===== config.mk =====
export PLATFORM = sky130hd
export DESIGN_NAME = p_deser_flat
export DESIGN_NICKNAME = d
export VERILOG_FILES = /design/src/rtl/p_deser_pkg.sv /design/src/rtl/p_deser_if.sv /design/src/rtl/p_reg_en.sv /design/src/rtl/p_deser.sv /design/src/flat_wrapper.sv
export SDC_FILE = /design/constraint.sdc
export NUM_CORES = 1
export LEC_CHECK = 0
export CAP_MARGIN = 20
export CORE_AREA = 2 2 39 41
export CTS_CLUSTER_SIZE = 16
export DETAILED_ROUTE_END_ITERATION = 10
export DIE_AREA = 0 0 41 43
export HOLD_SLACK_MARGIN = 0.02
export SLEW_MARGIN = 15
export SYNTH_ARGS = -nofsm -noshare
export SYNTH_HDL_FRONTEND = slang
export SYNTH_SLANG_ARGS = --single-unit

===== constraint.sdc =====
create_clock -name clk -period 3.2 [get_ports clk]
set_input_delay 0.64 -clock clk [delete_from_list [all_inputs] [get_ports clk]]
set_output_delay 0.64 -clock clk [all_outputs]
set_load 0.01 [all_outputs]

===== src/rtl/p_deser_pkg.sv =====
// -----------------------------------------------------------------------------
// p_deser_pkg
// Shared definitions for the p_deser deserializer slice.
//   - p_deser_state_e : FSM state encoding (FILL = 1'b0, FULL = 1'b1)
//   - p_deser_cw()    : ceil(log2(n)) clamped to a minimum of 1, used to size
//                       counters and indices in parametrized blocks.
// -----------------------------------------------------------------------------
package p_deser_pkg;

    typedef enum logic {
        P_DESER_FILL = 1'b0,
        P_DESER_FULL = 1'b1
    } p_deser_state_e;

    // A counter of n values never gets narrower than one bit.
    function automatic int p_deser_cw(input int n);
        int w;
        w = $clog2(n);
        if (w < 32'sd1) begin
            return 32'sd1;
        end else begin
            return w;
        end
    endfunction

endpackage


===== src/rtl/p_deser_if.sv =====
// -----------------------------------------------------------------------------
// p_deser_if
// Handshake bundle between a narrow word producer, the deserializer and a
// wide set consumer.
//   in_bus/in_valid/in_ready        : one word per accepted handshake
//   out_buses/out_valid/out_ready   : one assembled set of NB_OUTS words
//   fill_count                      : words held in the incomplete set
// Modports:
//   slave  - the deserializer's view
//   master - the surrounding environment's view
// -----------------------------------------------------------------------------
interface p_deser_if
    import p_deser_pkg::*;
#(
    parameter int BUS_WIDTH = 1,
    parameter int NB_OUTS   = 2
);
    localparam int CW = p_deser_cw(NB_OUTS + 1);

    logic [BUS_WIDTH-1:0] in_bus;
    logic                 in_valid;
    logic                 in_ready;
    logic [BUS_WIDTH-1:0] out_buses [NB_OUTS-1:0];
    logic                 out_valid;
    logic                 out_ready;
    logic [CW-1:0]        fill_count;

    modport slave (
        input  in_bus, in_valid, out_ready,
        output in_ready, out_buses, out_valid, fill_count
    );

    modport master (
        output in_bus, in_valid, out_ready,
        input  in_ready, out_buses, out_valid, fill_count
    );

endinterface


===== src/rtl/p_reg_en.sv =====
// -----------------------------------------------------------------------------
// p_reg_en
// BUS_WIDTH-wide register with write enable and asynchronous active-high
// reset to zero. One instance holds one output slot of p_deser.
// Ports:
//   clk   - clock, rising edge
//   reset - asynchronous active-high reset
//   i_en  - write enable
//   i_d   - data in
//   o_q   - registered data out
// -----------------------------------------------------------------------------
module p_reg_en #(
    parameter int BUS_WIDTH = 1
) (
    input  logic                 clk,
    input  logic                 reset,
    input  logic                 i_en,
    input  logic [BUS_WIDTH-1:0] i_d,
    output logic [BUS_WIDTH-1:0] o_q
);

    logic [BUS_WIDTH-1:0] r_q;

    // Slot storage: load on enable, otherwise hold.
    always_ff @(posedge clk or posedge reset) begin
        if (reset) begin
            r_q <= '0;
        end else if (i_en) begin
            r_q <= i_d;
        end else begin
            r_q <= r_q;
        end
    end

    assign o_q = r_q;

endmodule


===== src/rtl/p_deser.sv =====
// -----------------------------------------------------------------------------
// p_deser
// Deserializer: gathers NB_OUTS consecutive words from a single input bus
// into NB_OUTS parallel slots (slot 0 first) and presents the complete set
// with a valid/ready handshake.
// Parameters:
//   BUS_WIDTH - width of each word / output slot
//   NB_OUTS   - words per set (>= 1)
// Ports:
//   clk   - clock, rising edge
//   reset - asynchronous active-high reset
//   bus   - p_deser_if.slave (input word stream, output set, fill_count)
// Configuration:
//   P_DESER_BYPASS_EN - when defined, a word may be accepted in the same
//   cycle the full set drains, removing the bubble between sets.
// -----------------------------------------------------------------------------
module p_deser
    import p_deser_pkg::*;
#(
    parameter int BUS_WIDTH = 1,
    parameter int NB_OUTS   = 2
) (
    input  logic        clk,
    input  logic        reset,
    p_deser_if.slave    bus
);

    localparam int             CW       = p_deser_cw(NB_OUTS + 1);
    localparam int             IW       = p_deser_cw(NB_OUTS);
    localparam logic [IW-1:0]  LAST_IDX = IW'(NB_OUTS - 1);

    p_deser_state_e       r_state;
    p_deser_state_e       w_state_nxt;
    logic [IW-1:0]        r_idx;
    logic [IW-1:0]        w_idx_nxt;
    logic [CW-1:0]        r_fill;
    logic [CW-1:0]        w_fill_nxt;
    // Low during reset and until the first edge after it, gating in_ready.
    logic                 r_live;
    logic                 w_in_ready;
    logic                 w_accept;
    logic [NB_OUTS-1:0]   w_slot_en;
    logic [BUS_WIDTH-1:0] w_slot_q [NB_OUTS-1:0];

    // FSM state, slot index, fill counter and post-reset enable.
    always_ff @(posedge clk or posedge reset) begin
        if (reset) begin
            r_state <= P_DESER_FILL;
            r_idx   <= '0;
            r_fill  <= '0;
            r_live  <= 1'b0;
        end else begin
            r_state <= w_state_nxt;
            r_idx   <= w_idx_nxt;
            r_fill  <= w_fill_nxt;
            r_live  <= 1'b1;
        end
    end

    // Next-state, index/count update and input-ready decode.
    always_comb begin
        w_state_nxt = r_state;
        w_idx_nxt   = r_idx;
        w_fill_nxt  = r_fill;
        w_in_ready  = 1'b0;
        case (r_state)
            P_DESER_FILL: begin
                w_in_ready = r_live;
                if (bus.in_valid && w_in_ready) begin
                    if (r_idx == LAST_IDX) begin
                        w_state_nxt = P_DESER_FULL;
                        w_idx_nxt   = '0;
                        w_fill_nxt  = '0;
                    end else begin
                        w_idx_nxt  = r_idx + IW'(1);
                        w_fill_nxt = r_fill + CW'(1);
                    end
                end else begin
                    w_state_nxt = r_state;
                end
            end
            P_DESER_FULL: begin
`ifdef P_DESER_BYPASS_EN
                w_in_ready = r_live & bus.out_ready;
`else
                w_in_ready = 1'b0;
`endif
                if (bus.out_ready) begin
                    w_state_nxt = P_DESER_FILL;
`ifdef P_DESER_BYPASS_EN
                    // Word accepted while draining lands in slot 0 (idx is 0 here).
                    if (bus.in_valid && w_in_ready) begin
                        if (NB_OUTS == 1) begin
                            w_state_nxt = P_DESER_FULL;
                            w_idx_nxt   = '0;
                            w_fill_nxt  = '0;
                        end else begin
                            w_idx_nxt  = IW'(1);
                            w_fill_nxt = CW'(1);
                        end
                    end else begin
                        w_idx_nxt = r_idx;
                    end
`endif
                end else begin
                    w_state_nxt = r_state;
                end
            end
            default: begin
                w_state_nxt = P_DESER_FILL;
                w_idx_nxt   = '0;
                w_fill_nxt  = '0;
            end
        endcase
    end

    assign w_accept = bus.in_valid & w_in_ready;

    genvar k;
    generate
        for (k = 0; k < NB_OUTS; k++) begin : g_slot
            assign w_slot_en[k] = w_accept & (r_idx == IW'(k));

            p_reg_en #(
                .BUS_WIDTH (BUS_WIDTH)
            ) u_slot (
                .clk   (clk),
                .reset (reset),
                .i_en  (w_slot_en[k]),
                .i_d   (bus.in_bus),
                .o_q   (w_slot_q[k])
            );

            assign bus.out_buses[k] = w_slot_q[k];
        end
    endgenerate

    assign bus.in_ready   = w_in_ready;
    assign bus.out_valid  = (r_state == P_DESER_FULL);
    assign bus.fill_count = r_fill;

endmodule


===== src/flat_wrapper.sv =====
// flat-port wrapper written by rule: the top's interface ports become plain ports
module p_deser_flat import p_deser_pkg::*;
#(
    parameter int BUS_WIDTH = 1,
    parameter int NB_OUTS   = 2
)
  (clk, reset, bus_in_bus, bus_in_valid, bus_out_ready, bus_in_ready, bus_out_buses, bus_out_valid, bus_fill_count);
  p_deser_if #(.BUS_WIDTH(BUS_WIDTH), .NB_OUTS(NB_OUTS)) bus_i ();
  input  logic clk;
  input  logic reset;
  input wire logic [$bits(bus_i.in_bus)-1:0] bus_in_bus;
  input wire logic [$bits(bus_i.in_valid)-1:0] bus_in_valid;
  input wire logic [$bits(bus_i.out_ready)-1:0] bus_out_ready;
  output wire logic [$bits(bus_i.in_ready)-1:0] bus_in_ready;
  output wire logic [$bits(bus_i.out_buses)-1:0] bus_out_buses;
  output wire logic [$bits(bus_i.out_valid)-1:0] bus_out_valid;
  output wire logic [$bits(bus_i.fill_count)-1:0] bus_fill_count;
  assign bus_i.in_bus = bus_in_bus;
  assign bus_i.in_valid = bus_in_valid;
  assign bus_i.out_ready = bus_out_ready;
  assign bus_in_ready = bus_i.in_ready;
  assign bus_out_buses = {>>{bus_i.out_buses}};
  assign bus_out_valid = bus_i.out_valid;
  assign bus_fill_count = bus_i.fill_count;
  p_deser #(.BUS_WIDTH(BUS_WIDTH), .NB_OUTS(NB_OUTS)) u_core (.clk(clk), .reset(reset), .bus(bus_i));
endmodule

# Word-level counts from Yosys, hierarchy flattened
# Index checks and enable logic that the tools add are counted.
# totals
inputBits,5
wordCells,22
regBits,7
# op_classes
addsub,2
bitwise_logic,5
n_mux,7
n_reduce_logical,2
# op_table
operator,n
1-bit 2-to-1 mux,4
1-bit case mux with 2 select lines,2
1-bit bitwise AND,3
2-bit by 1-bit adder with 2-bit output (second input constant),1
2-bit 2-to-1 mux,1
1-bit inverter,2
2-bit AND reduction,1
1-bit adder (second input constant),1
1-bit logical AND,1

# Depth between registers and ports, before layout
# Gate-level depths: netlist (run 1).
# depth
word_depth,4
mapped_depth,3

# Hierarchy
# Synthesis (run 1) repeated with hierarchy kept, for this count alone.
# hier_totals
cells_unflattened,28
hier_area_um2,325.3
# modules_own_cells
module,area_per_inst_um2,instances,cells_each,seq_area_each_um2
p_deser,237.7,1,22,125.1
p_reg_en,43.8,2,3,25.0

# Least setup slack after synthesis (run 1)
# OpenSTA, ideal clock, no wires.
# synth_path
path_kind,input to register
startpoint,in bus_in_valid
endpoint,reg u_core.r_fill[1] (netlist: u_core.bus.fill_count[1])
arrival_time_ns,1.298
path_slack_ns,1.833
stages,3
path_buffers,0
path_cell_list,nand3b_4 > or4b_1 > nand3_1
# synth_via
elab_chain_len,2
# synth_rtl
element,line,source
start: declaration,flat_wrapper.sv:12,input wire logic [$bits(bus_i.in_valid)-1:0] bus_in_valid;
1-bit logical AND,p_deser.sv:69,if (bus.in_valid && w_in_ready) begin
2-bit AND reduction (no line),n/a,
end signal: assignment,p_deser.sv:55,r_fill <= w_fill_nxt;
end: declaration,p_deser.sv:36,logic [CW-1:0] r_fill;
# No other way between the ends.
# A chain may end at the register's enable or synchronous reset.

# Worst setup path in the final report (run 1)
# layout_path
startpoint,reg u_core.r_state (netlist: u_core.bus.out_valid)
endpoint,out bus_in_ready
# layout_via
elab_chain_len,2
# layout_rtl
element,line,source
start: declaration,p_deser.sv:32,p_deser_state_e r_state;
start signal: assignment,p_deser.sv:53,r_state <= w_state_nxt;
1-bit inverter,n/a,
1-bit case mux with 2 select lines *,p_deser.sv:66,case (r_state)
end: declaration,flat_wrapper.sv:14,output wire logic [$bits(bus_i.in_ready)-1:0] bus_in_ready;
# Mark *: on every way between the ends. The rest lies on a longest branch, timed or not.

==> flow_metrics.py, run 1 <==
metrics = {
    "synth": {
        "synth-edff-count": 0,
        "ys_ff_latch": 7,
        "synth.most_common_cell": "dfrtp_1",
        "ys_seq_area_share_pct": 56.2,
        "synth_area_per_cell_sq_um": 12.0,
        "syn_inst": 26,
        "yosys-top-cells-area": "dfrtp_1 56%, mux2_2 11%, nand3b_4 6.4%",
        "yosysTopAreaCell": "dfrtp_1",
        "synthTopCellsByCount": "7 x dfrtp_1, 3 x mux2_2",
        "synth_top_area_share_pct": 56.2,
        "ys_async_sr_fraction_pct": 100,
        "synthesis.nets": 31,
        "synth-main-ff-cell": "dfrtp_1",
        "ys_warn_count": 0,
        "ys_types": 13,
        "synth.cell_area_sq_um": 312,
    },
    "drt": {
        "vias": 215,
        "viasPerCell": 3.98,
        "wl_met1_um": 227,
        "drc": 0,
        "dr.pass1.iters": 2,
        "postRouteWirelength_um": 478,
        "ant_nets": 0,
        "top_layer": "met4",
        "routed-wl-met2_um": 204,
        "wl_met3_um": 34,
        "routedWlPerCell_um": 8.85,
        "initialDrtViolationCount": 5,
    },
    "timing": {
        "holdWs_ns": 0.508,
        "fmax_mhz": 489,
        "finalMaxSlewViolations": 0,
        "rsz0062_at_grt": "false",
        "hold_viol_final": 0,
        "final.min_clock_period_ns": 2.05,
        "setup_viol": 0,
        "skew_ns": 0.00261,
        "setup_tns_ns": 0,
        "fin_crit_sh_pct": 64.0,
    },
    "power": {
        "leakage_uw": 0.000199,
        "switching_power_uw": 111,
        "p_sw_share_pct": 29.6,
        "power_per_cell_area_nw_per_um2": 844,
        "clkPwrFrac_pct": 21.7,
        "peakVddDrop_mv": 0.249,
        "pwr-share-seq_pct": 41.1,
        "internal-power_uw": 263,
        "combPwrFrac_pct": 37.2,
    },
    "worst_hold_path": {
        "holdPathStages": 1,
        "hp-start": "u_core.g_slot[1].u_slot.o_q",
        "worstHoldEndpoint": "u_core.g_slot[1].u_slot.o_q",
        "hold_path_class": "flip-flop to flip-flop",
    },
    "critical_path": {
        "crit_arrival_ns": 1.41,
        "crit_slowest_cell": "clkdlybuf4s50_1",
        "path_cells": "and2b_1, clkdlybuf4s50_1",
        "r2r_start": "u_core.bus.out_valid",
        "worst-path-max-fanout": 4,
        "crit_path_start_kind": "flip-flop",
        "endpoint_kind": "output port",
        "cp.required_ns": 2.56,
        "r2r_end": "u_core.bus.fill_count[1]",
        "worstSetupPathType": "flip-flop to output port",
        "reg2reg_depth": 3,
        "rrSetupSlack_ns": 1.97,
        "max_stage_delay_ns": 0.54,
    },
    "cells_and_area": {
        "syn_to_final_growth_pct": 42.2,
        "final_nets": 44,
        "fillers": 149,
        "drive_gt1_share_pct": 18.4,
        "diodes": 0,
    },
    "place": {
        "io_buffer_count": 10,
        "gp_congestion": 0.642,
    },
    "floorplan": {
        "ios": 11,
        "fp.dieW_um": 41,
        "coreArea_sq_um": 1380,
        "fp.dieH_um": 43,
        "start_util_pct": 22.5,
        "rows": 14,
        "die_area_sq_um": 1760,
    },
    "clocking": {
        "numCtsBuffers": 3,
        "clk_transition_reported_paths_ns": 0.05,
        "cts_max_path_buffers": 2,
        "cts_resized": 0,
        "clk_latency_ns": 0.25,
        "ctsHtreeMaxLevel": 1,
        "cts_tree": "yes",
        "clockRootBuffer": "clkbuf_4",
        "numClockSinks": 7,
        "postCtsHoldBufs": 0,
        "post_cts_buffers": 0,
    },
    "grt": {
        "gr-total-overflow": 0,
        "antenna_found_initial": 0,
        "grt_pass1_vias": 215,
        "grt_max_degree": 8,
        "track_usage_pct": 7.71,
        "grt_pass1_wl_um": 828,
    },
    "job": {
        "drv_cap": 0,
    },
    "outcome": {
        "status": "finished clean",
    },
}
[power by group through the flow]
| stage | Sequential, uW | Clock (uW) | Combinational (uW) |
|---|---|---|---|
| floorplan | 158 | 0 | 79.6 |
| global route | 161 | 88.6 | 156 |
| detailed placement | 156 | 0 | 141 |
| global placement | 155 | 0 | 139 |
| finish | 154 | 81.0 | 139 |
| CTS | 154 | 83.6 | 142 |
[placed cells by master, fill, tap and decap left out, drive strengths merged]
| cell type | synthesis | layout |
|---|---|---|
| nand3b | 1 | 1 |
| clkbuf | 0 | 4 |
| xnor2 | 1 | 1 |
| dfrtp | 7 | 7 |
| nor2 | 2 | 2 |
| or4b | 1 | 1 |
| nand3 | 2 | 2 |
| conb | 1 | 1 |
| o21ai | 1 | 1 |
| and2b | 1 | 1 |
| nand2 | 2 | 2 |
| inv | 2 | 2 |
| mux2 | 3 | 3 |
| clkdlybuf4s50 | 0 | 10 |
[area by class of cell]
cell class                 count  area, sq um  area share, %
timing repair buffer          10          100           22.6
inverter                       2         7.51           1.69
clock buffer                   4         26.3           5.93
sequential                     7          175           39.5
tap                           16         20.0           4.52
multi-input combinational     15          114           25.7
[kinds of logic after synthesis]
kind of cell,after synthesis,synth area share (%)
compound gates,1,1.60
flops,7,56.2
mux,3,10.8
buf+inv,4,7.23
xor+xnor,1,2.81
simple gates,9,20.1
other cells,1,1.20
[worst max-delay path by stage]
stage	start	to	slack, ns	depth (start not counted)
after floorplan	bus_in_valid	u_core.bus.fill_count[1]	1.83	3
after detailed placement	bus_in_valid	u_core.bus.fill_count[1]	1.25	4
final	u_core.bus.out_valid	bus_in_ready	1.15	2
after CTS	u_core.bus.out_valid	bus_in_ready	1.14	2
after global routing	u_core.bus.out_valid	bus_in_ready	1.06	2
after global placement	bus_in_valid	u_core.bus.fill_count[1]	1.26	4
[worst max-delay path: cells and delay by family, from the launching register on]
| kind | cells | cell delay, ns |
|---|---|---|
| buffers and inverters | 1 | 0.54 |
| DFF | 1 | 0.40 |
| and+or+nand+nor | 1 | 0.22 |
[registers in the layout, summed over array words and instances (netlist names)]
| register | flops |
|---|---|
| u_core.bus.fill_count | 2 |
| u_core.r_idx | 1 |
| u_core.bus.out_valid | 1 |
| u_core.g_slot.u_slot.o_q | 2 |
| u_core.r_live | 1 |
[layer usage]
layer | GRT usage, % | vias up
li1 | - | 107
met1 | 9.97 | 97
met2 | 8.75 | 9
met3 | 3.14 | 2
met4 | 8.00 | 0
met5 | 0 | -
[metrics by stage]
| step | worst slack, ns | std cells | utilization [%] | power [uW] | area [sq um] |
|---|---|---|---|---|---|
| 2_1_floorplan | 1.83 | 26 | - | 237 | 312 |
| 3_3_place_gp | 1.26 | 50 | 30.1 | 294 | 417 |
| 3_5_place_dp | 1.25 | 50 | 30.1 | 297 | 417 |
| 4_1_cts | 1.14 | 54 | 32.0 | 380 | 443 |
| 5_1_grt | 1.06 | 54 | 32.0 | 405 | 443 |
| 6_report | 1.15 | 54 | 32.0 | 374 | 443 |
No activity file was read; power rests on OpenSTA's default activity.
==> run 2: changes to the inputs <==
- clock period: 3.2 -> 2.02 ns (I/O delays scaled with it)
==> run 2 against run 1 <==
Die area is the same. Clock power grew 60%. Sequential power grew 59%. Critical endpoint unchanged.
==> flow_metrics.py, run 2 (same netlist as run 1, synthesis figures left out) <==
metrics = {
    "cells_and_area": {
        "regArea_sq_um": 175,
        "fillers": 138,
        "syn_to_final_growth_pct": 42.2,
        "final_cell_mix": "10 x clkdlybuf4s50_1, 7 x dfrtp_1, 3 x mux2_2, 3 x clkbuf_4",
        "diodes": 0,
        "multi_input_area_sq_um": 114,
        "drive_gt1_share_pct": 18.4,
        "final_common_cell": "clkdlybuf4s50_1",
        "final_nets": 44,
    },
    "critical_path": {
        "cp.required_ns": 1.62,
        "r2r_start": "u_core.bus.out_valid",
        "crit_arrival_ns": 1.43,
        "worstSetupPathType": "flip-flop to output port",
        "endpoint_kind": "output port",
        "crit_slowest_cell": "clkdlybuf4s50_1",
        "worst-path-max-fanout": 4,
        "path_cells": "and2b_1, clkdlybuf4s50_1",
        "r2r_end": "u_core.bus.fill_count[1]",
        "critPathTopFamily": "buffers and inverters",
        "critPathCapture": "bus_in_ready",
        "path_depth": 2,
        "critical_path.startpoint": "u_core.bus.out_valid",
        "rrSetupSlack_ns": 0.74,
        "worst-path-buf-inv": 1,
        "reg2reg_depth": 3,
        "max_stage_delay_ns": 0.54,
        "crit_path_start_kind": "flip-flop",
    },
    "timing": {
        "post-route-worst-setup-slack_ns": 0.181,
        "fmax_mhz": 544,
        "rsz0062_at_grt": "false",
        "final.min_clock_period_ns": 1.84,
        "fin_crit_sh_pct": 91.0,
        "finalMaxSlewViolations": 0,
        "setup_tns_ns": 0,
        "skew_ns": 0.00519,
        "setup_viol": 0,
        "hold_viol_final": 0,
    },
    "clocking": {
        "cts_tree": "yes",
        "postCtsHoldBufs": 0,
        "clk_transition_reported_paths_ns": 0.06,
        "post_cts_buffers": 0,
        "numCtsBuffers": 3,
        "ctsHtreeMaxLevel": 1,
        "clockRootBuffer": "clkbuf_4",
        "cts_resized": 0,
        "clk_latency_ns": 0.25,
        "cts_max_path_buffers": 2,
        "numClockSinks": 7,
    },
    "outcome": {
        "status": "finished clean",
    },
    "floorplan": {
        "die_area_sq_um": 1760,
        "coreArea_sq_um": 1380,
        "fp.dieW_um": 41,
        "fp.dieH_um": 43,
        "start_util_pct": 22.5,
        "rows": 14,
        "ios": 11,
    },
    "drt": {
        "dr.pass1.iters": 3,
        "postRouteWirelength_um": 562,
        "viasPerCell": 3.98,
        "drc": 0,
        "ant_nets": 0,
        "vias": 215,
        "routedWlPerCell_um": 10.4,
        "initialDrtViolationCount": 5,
    },
    "grt": {
        "antenna_found_initial": 0,
        "track_usage_pct": 8.31,
        "grt_max_degree": 8,
        "grt_pass1_wl_um": 883,
        "gr-total-overflow": 0,
        "grt_pass1_vias": 216,
    },
    "place": {
        "post-place-ws_ns": 0.293,
        "io_buffer_count": 10,
        "hpwl_um": 403,
        "gp_congestion": 0.646,
    },
    "power": {
        "leakage_uw": 0.000199,
        "power_per_cell_area_nw_per_um2": 1340,
        "peakVddDrop_mv": 0.383,
        "post-layout-total-power_uw": 594,
    },
    "job": {
        "drv_cap": 0,
    },
    "worst_hold_path": {
        "hold_path_class": "primary input to async pin",
    },
}
## run 2: cell counts in the layout (fill, tap and decap cells not counted)
Identical to the previous run, type by type.
## run 2: layout make-up
| cell class | count | area share (%) |
|---|---|---|
| Sequential cell | 7 | 39.5 |
| Multi-Input combinational cell | 15 | 25.7 |
| Timing Repair Buffer | 10 | 22.6 |
| Clock buffer | 4 | 5.93 |
| Tap cell | 16 | 4.52 |
| Inverter | 2 | 1.69 |
## run 2: worst register-to-register path, cell delays in order (launching register included)
cell,delay (ns)
dfrtp_1,0.41
nand3b_4,0.20
or4b_1,0.52
nand3_1,0.09
## run 2: worst min-delay path by stage
stage	startpoint	endpoint	depth (start not counted)
2_1_floorplan	reset	u_core.bus.fill_count[0]	1
3_3_place_gp	u_core.g_slot[1].u_slot.o_q	u_core.g_slot[1].u_slot.o_q	1
3_5_place_dp	u_core.g_slot[1].u_slot.o_q	u_core.g_slot[1].u_slot.o_q	1
4_1_cts	reset	u_core.g_slot[0].u_slot.o_q	2
5_1_grt	reset	u_core.r_idx	2
6_report	reset	u_core.r_idx	2
## run 2: stage by stage
stage               hold WS [ns]  area (sq um)  std cells  util, %
detailed placement         0.500           417         50     30.1
global placement           0.497           417         50     30.1
global route               0.419           443         54     32.0
finish                     0.387           443         54     32.0
floorplan                  0.207           312         26        -
CTS                        0.407           443         54     32.0
## run 2: report_power, final
group | switching [uW] | leakage, uW | internal [uW]
clock | 54.0 | 0.0000150 | 75.6
sequential | 47.1 | 0.0000839 | 198
combinational | 76.2 | 0.000100 | 144
total | 177 | 0.000199 | 417
## run 2: metal layers
metal | up-vias | wire length (um) | track usage, %
met5 | - | 0 | 0
met4 | 0 | 0 | 10.0
met3 | 0 | 38 | 3.14
met2 | 7 | 263 | 10.3
met1 | 102 | 260 | 9.27
li1 | 106 | - | -
==> variant, RTL diff (config.mk and constraints of run 1) <==
Reset style: synchronous (`reset`), changed in 2 clocked blocks. Comments in the files are not updated.
--- a/src/rtl/p_reg_en.sv
+++ b/src/rtl/p_reg_en.sv
@@ -22,7 +22,7 @@
     logic [BUS_WIDTH-1:0] r_q;
 
     // Slot storage: load on enable, otherwise hold.
-    always_ff @(posedge clk or posedge reset) begin
+    always_ff @(posedge clk) begin
         if (reset) begin
             r_q <= '0;
         end else if (i_en) begin
--- a/src/rtl/p_deser.sv
+++ b/src/rtl/p_deser.sv
@@ -43,7 +43,7 @@
     logic [BUS_WIDTH-1:0] w_slot_q [NB_OUTS-1:0];
 
     // FSM state, slot index, fill counter and post-reset enable.
-    always_ff @(posedge clk or posedge reset) begin
+    always_ff @(posedge clk) begin
         if (reset) begin
             r_state <= P_DESER_FILL;
             r_idx   <= '0;
Function: differs if reset is asserted again (counterexample within 4 cycles, from zero or initial values and one cycle with reset high); with reset held inactive, the same outputs for 10 cycles.
==> variant against run 1 <==
  * Setup slack better by 0.10 ns
  * Core utilization is 1.3 points lower
  * Sequential share of layout area is 6.6 points lower
  * Final area is 4.0% lower
  * Sequential cell count stayed put
  * Critical path depth stayed put
  * First-iteration DRC count stayed put
  * Synthesized area is 5.6% lower
  * Wire length is 14% higher
  * Critical path type unchanged
  * Largest cell class unchanged
Power is not compared: it rests on default switching activity, and its combinational part moved more than twofold at a synthesized area within 25%.
==> variant: results (changes against run 1) <==
Global route
  • Initial antenna violation count: 0 (unchanged)
  • First-pass GRT wire length: 862 microns (+4.1%)
  • Vias in the first global route: 228 (+6.0%)
  • GR met1 Demand/Resource: 0.0935 (-0.00612)
  • GR Util met2: 0.0906 (+0.00313)
  • M3 GR Usage: 0.0105 (-0.0209)

Yosys
  • Post-Syn Nets: 35 (+13%)
  • Synth Flop Type: dfxtp_1
  • Top post-synthesis cells by area: dfxtp_1, nand3b_4, a21oi_1, buf_4, nand2_1
  • Synth cell types: 17 (+4)
  • Synth top cells by count: dfxtp_1, a21oi_1, nand2_1, nor2_1, buf_4
  • Asr flop ratio synth: 0 (-1.00)
  • Seq/Total Area, Yosys: 0.477 (-0.0857)

Cells and area
  • #MultiIn Comb: 20 (+5)
  • Sequential share of cell area: 0.329 (-0.0661)
  • Final #Nets: 48 (+9.1%)
  • Layout cells sized above 1: 0.119 (-0.0652)
  • Fraction of area in multi-input gates: 0.318 (+0.0606)
  • Clock buf/inv share: 0.0618 (+0.00244)
  • Area share of buffers outside the clock network: 0.235 (+0.00931)

Run status
  • Status: complete, no violations

Timing
  • Clk_skew: 0.00606 ns (+0.00344 ns)

Route
  • Drt wl/cell: 9.36 microns (+5.8%)
  • Via count: 242 (+13%)
  • WL met2: 230 microns (+13%)
  • DRT Pass-1 Iters: 3 (+1)
  • WL met3: 40 microns (+18%)
  • Highest routed layer: met3

Worst setup path
  • CP arrival: 1.30 ns (-0.11 ns)
  • Crit Path Max Fanout: 3 (-1)
  • Slowest-stage cell, CP: clkdlybuf4s50_1

Power and ir drop
  • Leakage: 0.167 nW
-- variant: worst min-delay path: cells and delay by family, from the launching register on --
kind | cells | cell delay (ns)
AOI/OAI and AO/OA | 2 | 0.13
DFF | 1 | 0.30
-- variant: path summary, 6_finish.rpt --
| kind | slack, ns | from | depth (start not counted) | endpoint |
|---|---|---|---|---|
| worst min-delay path | 0.48 | u_core.g_slot[0].u_slot.o_q | 2 | u_core.g_slot[0].u_slot.o_q |
| worst max register to register | 1.97 | u_core.bus.out_valid | 3 | u_core.bus.fill_count[1] |
| worst min register to register | 0.48 | u_core.g_slot[0].u_slot.o_q | 2 | u_core.g_slot[0].u_slot.o_q |
| worst max-delay path | 1.26 | u_core.r_live | 2 | bus_in_ready |
-- variant: power by group --
part | switching (W) | total [W] | internal [W]
clock | 0.0000307 | 0.0000782 | 0.0000475
combinational | 0.00000996 | 0.0000263 | 0.0000163
sequential | 0.00000550 | 0.0000977 | 0.0000922
total | 0.0000462 | 0.000202 | 0.000156
-- variant: cell families (layout without fill, tap and decap cells) --
logic type,count (synthesis),after routing,share of synthesized area
AO/OA/AOI/OAI,5,5,0.0893
XOR/XNOR,1,1,0.0298
buffers and inverters,3,15,0.0638
flip-flops,7,7,0.477
multiplexers,1,1,0.0340
AND/OR/NAND/NOR,13,13,0.306
-- variant: stage by stage --
stage | power [W] | area, sq um | std cells | hold WS [ns]
6_report | 0.000202 | 425 | 58 | 0.479
5_1_grt | 0.000216 | 425 | 58 | 0.523
4_1_cts | 0.000207 | 425 | 58 | 0.479
3_5_place_dp | 0.000126 | 399 | 54 | 0.472
3_3_place_gp | 0.000126 | 399 | 54 | 0.467
2_1_floorplan | 0.000111 | 294 | 30 | 0.448
